[src/rtl/add_chunked.sv]
// Multi-cycle adder/subtractor: WIDTH-bit result built from CHUNK-bit ripple
// slices, LSB slice first, one slice per clock, valid/ready on both sides.
module add_chunked #(
    parameter int WIDTH = 32,   // must be an integer multiple of CHUNK
    parameter int CHUNK = 8
) (
    input  logic             clk,
    input  logic             rst_n,
    input  logic             in_valid,
    output logic             in_ready,
    input  logic [WIDTH-1:0] a,
    input  logic [WIDTH-1:0] b,
    input  logic             cin,
    input  logic             sub,
    output logic             out_valid,
    input  logic             out_ready,
    output logic [WIDTH-1:0] sum,
    output logic             cout,
    output logic             ovf
);

    localparam int NCH = WIDTH / CHUNK;
    localparam int IW  = (NCH > 1) ? $clog2(NCH) : 1;
    localparam logic [IW-1:0] LAST_IDX = IW'(NCH - 1);

    typedef enum logic [1:0] {
        S_IDLE,
        S_RUN,
        S_DONE
    } state_t;

    state_t           r_state;
    logic [WIDTH-1:0] r_a;
    logic [WIDTH-1:0] r_b;
    logic [WIDTH-1:0] r_sum;
    logic             r_carry;
    logic [IW-1:0]    r_idx;
    logic             r_cout;
    logic             r_ovf;

    logic [CHUNK-1:0] w_a_slice;
    logic [CHUNK-1:0] w_b_slice;
    logic [CHUNK:0]   w_slice;
    logic             w_ovf;

    assign w_a_slice = r_a[int'(r_idx) * CHUNK +: CHUNK];
    assign w_b_slice = r_b[int'(r_idx) * CHUNK +: CHUNK];
    assign w_slice   = {1'b0, w_a_slice} + {1'b0, w_b_slice} + {{CHUNK{1'b0}}, r_carry};

    // Carry into the slice MSB is recovered as a ^ b ^ sum at that bit.
    assign w_ovf = w_a_slice[CHUNK-1] ^ w_b_slice[CHUNK-1]
                 ^ w_slice[CHUNK-1] ^ w_slice[CHUNK];

    // NOTE: sequential state uses non-blocking assignments only, so every
    // register samples pre-edge values regardless of statement order.
    always_ff @(posedge clk or negedge rst_n) begin
        if (!rst_n) begin
            r_state <= S_IDLE;
            r_a     <= '0;
            r_b     <= '0;
            r_sum   <= '0;
            r_carry <= 1'b0;
            r_idx   <= '0;
            r_cout  <= 1'b0;
            r_ovf   <= 1'b0;
        end else begin
            case (r_state)
                S_IDLE: begin
                    if (in_valid) begin
                        r_a     <= a;
                        r_b     <= b ^ {WIDTH{sub}};
                        r_carry <= cin ^ sub;
                        r_idx   <= '0;
                        r_state <= S_RUN;
                    end
                end
                S_RUN: begin
                    r_sum[int'(r_idx) * CHUNK +: CHUNK] <= w_slice[CHUNK-1:0];
                    r_carry <= w_slice[CHUNK];
                    r_idx   <= r_idx + 1'b1;
                    if (r_idx == LAST_IDX) begin
                        r_cout  <= w_slice[CHUNK];
                        r_ovf   <= w_ovf;
                        r_state <= S_DONE;
                    end
                end
                S_DONE: begin
                    if (out_ready) begin
                        r_state <= S_IDLE;
                    end
                end
                default: r_state <= S_IDLE;
            endcase
        end
    end

    assign in_ready  = (r_state == S_IDLE);
    assign out_valid = (r_state == S_DONE);
    assign sum       = r_sum;
    assign cout      = r_cout;
    assign ovf       = r_ovf;

endmodule
[config.mk]
export PLATFORM = sky130hd
export DESIGN_NAME = add_chunked
export DESIGN_NICKNAME = d
export VERILOG_FILES = /design/src/rtl/add_chunked.sv
export SDC_FILE = /design/constraint.sdc
export NUM_CORES = 1
export LEC_CHECK = 0
export ABC_AREA = 1
export CAP_MARGIN = 20
export CELL_PAD_IN_SITES_DETAIL_PLACEMENT = 1
export CELL_PAD_IN_SITES_GLOBAL_PLACEMENT = 1
export CORE_MARGIN = 2
export CORE_UTILIZATION = 41
export CTS_BUF_LIST = sky130_fd_sc_hd__clkbuf_16
export DETAILED_ROUTE_END_ITERATION = 10
export PLACE_DENSITY = 0.91
export SLEW_MARGIN = 20
export SYNTH_ARGS = -nofsm -noshare
export SYNTH_HDL_FRONTEND = slang
export SYNTH_SLANG_ARGS = --single-unit
[constraint.sdc]
create_clock -name clk -period 4.71 [get_ports clk]
set_input_delay 0.471 -clock clk [delete_from_list [all_inputs] [get_ports clk]]
set_output_delay 0.471 -clock clk [all_outputs]
set_load 0.01 [all_outputs]
==> results_dict.tcl <==
set metrics [dict create \
    status "finished clean" \
    drv_slew 0 \
    switching_share 0.4777 \
    ant_nets 0 \
    gr-total-overflow 0 \
    cts_max_level 3 \
    fin_crit_sh 0.7183 \
    worst_ep_required_time_ns 5.00 \
    synth_mux_area_frac 0 \
    grt_pass1_vias 4882 \
    fin_tns_setup_ns 0 \
    ir_worst_vdd_mv 0.2837 \
    cts_root_buf "clkbuf_16" \
    p_seq_frac 0.305 \
    port_buffers 105 \
    dpl.cell_count 856 \
    vias 4485 \
    yosysSeqAreaShare 0.5054 \
    setup_viol 0 \
    gp_congestion 0.8365 \
    cts_post_setup_buffers_inserted 0 \
    worstSkewPairLatency_ns 0.35 \
    synth_area_per_cell_sq_um 8.388 \
    hold_violations 0 \
    fp.dieW_microns 115.5 \
    setup.worst_path.class "flip-flop to flip-flop" \
    place_area_sq_um 6248 \
    cts_tree "done" \
    drv_cap 0 \
    initial_utilization 0.4228 \
    synthesis.area_sq_um 5100 \
    vias_per_cell 5.143 \
    most-common-layout-cells "215 x nand2_1, 103 x dfrtp_1, 103 x clkdlybuf4s50_1" \
    critPathArrivalTime_ns 3.67 \
    fp.coreArea_sq_um 12060 \
    area_growth_syn_to_layout_pct 28.24 \
    mostFrequentLayoutCell "nand2_1" \
    die_h_microns 115.5 \
    hold_buffers 0 \
    first_pass_iters 4 \
    ys_ff_latch 103 \
    synth_top_family_by_area "simple AND/OR/NAND/NOR gates" \
    stdcell_area_sq_um 6540 \
    syn_nets 693 \
    critPathLaunchType "flip-flop" \
    antenna_found_initial 0 \
    final_nets 784 \
    cts_resized 0 \
    combPwrFrac 0.547 \
    skew_ns 0.007757 \
    drc 0 \
    grtUsageTotal 0.2287 \
    wl_per_cell_microns 16.67 \
    grt_max_degree 78 \
    power_switching_w 0.002407 \
    synth_cell_types 31 \
    p_leak_nw 3.066 \
    setup.worst_path.end_class "flip-flop" \
    diodes 0 \
    grt_setup_unrepaired "false" \
    fin_cells 872 \
    post-route-min-period_ns 3.383 \
    dp.final_hpwl_microns 10990 \
    syn_inst 608 \
    num_rows 40 \
    numCtsBuffers 9 \
    cts.sink_count 103 \
    grt_first_pass_wirelength_microns 23970 \
    p_int_w 0.002632 \
    min_path_type "primary input to async pin" \
    drive_gt1_frac 0.04830 \
    post-route-util 0.5422 \
    synth-adder-area-share 0.03974 \
    slew-limit-headroom 0.4160 \
    max_freq_mhz 295.6 \
    worstMarginPinSlew_ns 0.8760 \
    cp_max_fo 20 \
    clock_power_share 0.148 \
    wl_microns 14540 \
    drt-initial-drc-count 241 \
    dieArea_sq_um 13350 \
    synth_xor_area_frac 0.06183 \
    power_density_nw_per_um2 770.6 \
    synth_simple_gate_area_share 0.2304 \
    io_pins 106 \
    synth_compound_area_frac 0.1136 \
    synth_warnings 0 \
    path_clk_slew_ns 0.07 \
    cts_buffer_depth 2 \
]
==> power by group through the flow <==
| stage | Combinational, W | Sequential (W) | Clock (W) |
|---|---|---|---|
| 2_1_floorplan | 0.00177 | 0.00148 | 0 |
| 3_3_place_gp | 0.00252 | 0.00152 | 0 |
| 3_5_place_dp | 0.00270 | 0.00154 | 0 |
| 4_1_cts | 0.00276 | 0.00153 | 0.000753 |
| 5_1_grt | 0.00307 | 0.00157 | 0.000790 |
| 6_report | 0.00276 | 0.00154 | 0.000744 |
==> logic make-up after synthesis <==
kind of cell	after synthesis
AND/OR/NAND/NOR	287
flip-flops	103
XOR/XNOR	36
adder cells (fa/ha/maj)	15
AO/OA/AOI/OAI	108
buffers and inverters	59
==> cell usage after synthesis <==
master / instances / area, sq um
nor2_2: 2 / 12.51
nand2_2: 1 / 6.260
a22o_1: 2 / 17.52
buf_1: 1 / 3.750
nor2_1: 44 / 165.2
o21a_1: 1 / 7.510
inv_1: 24 / 90.09
o22ai_1: 16 / 100.1
nor2_8: 1 / 20.02
inv_2: 5 / 18.77
buf_2: 16 / 80.08
a21oi_1: 3 / 15.01
nand4_1: 4 / 25.02
fa_1: 2 / 40.04
o31ai_1: 3 / 22.52
clkinv_1: 1 / 3.750
xor2_1: 2 / 17.52
a31oi_1: 1 / 6.260
xnor2_1: 34 / 297.8
dfrtp_1: 103 / 2577
nor4_4: 1 / 21.27
o21ai_0: 67 / 335.3
clkbuf_1: 9 / 33.78
nand2_4: 2 / 22.52
nor3_4: 1 / 16.27
nand2_1: 216 / 810.8
buf_4: 2 / 15.01
nand3_1: 15 / 75.07
clkbuf_2: 1 / 5.000
ha_1: 13 / 162.7
o21ai_1: 15 / 75.07
==> registers in the layout (all words and copies together) (netlist names) <==
register,flops
r_carry,1
r_b,32
r_idx,2
r_state,2
cout,1
sum,32
r_a,32
ovf,1
==> stage by stage <==
stage / setup slack (ns) / hold slack (ns) / total power (W)
after detailed placement: 1.436 / 0.4664 / 0.004247
final: 1.327 / 0.1993 / 0.005040
after CTS: 1.362 / 0.2284 / 0.005045
after global placement: 1.670 / 0.4607 / 0.004039
after floorplan: 1.946 / 0.1754 / 0.003244
after global routing: 0.9992 / 0.2574 / 0.005434
==> worst max-delay path, cell delays in order (launching register included) <==
cell	delay, ns
dfrtp_1	0.72
inv_1	0.47
o21ai_0	0.23
o22ai_1	0.14
fa_1	0.46
fa_1	0.43
nand2_1	0.10
nand2_1	0.10
nand3_1	0.10
nand2_1	0.06
nand2_1	0.10
nand3_1	0.10
nor2_1	0.17
nand2_1	0.08
nand2_1	0.06
==> routing by layer <==
layer / wire length (microns) / vias up / GRT usage
met5: 0 / - / 0
met4: 309 / 0 / 0.07309
met3: 497 / 25 / 0.03452
met2: 7483 / 110 / 0.4168
met1: 6249 / 2214 / 0.2776
li1: - / 2136 / -
==> worst paths after layout <==
check | cells past startpoint | start | slack [ns] | end
setup / recovery | 14 | r_idx[1] | 1.33 | sum[14]
setup reg to reg | 14 | r_idx[1] | 1.33 | sum[14]
hold / removal | 1 | rst_n | 0.20 | sum[1]
max in group asynchronous | 2 | rst_n | 3.49 | r_b[31]
min in group clk | 2 | r_a[12] | 0.48 | r_a[12]
hold reg to reg | 2 | r_a[12] | 0.48 | r_a[12]
==> area by class of cell <==
type	instances	area, sq um
timing repair buffer	109	1074
sequential	103	2577
tap	168	210.2
multi-input combinational	446	2275
clock inverter	7	66.31
clock buffer	9	225.2
inverter	30	112.6
fill	1418	5522
Note: power is estimated with default switching activity, not from simulation.
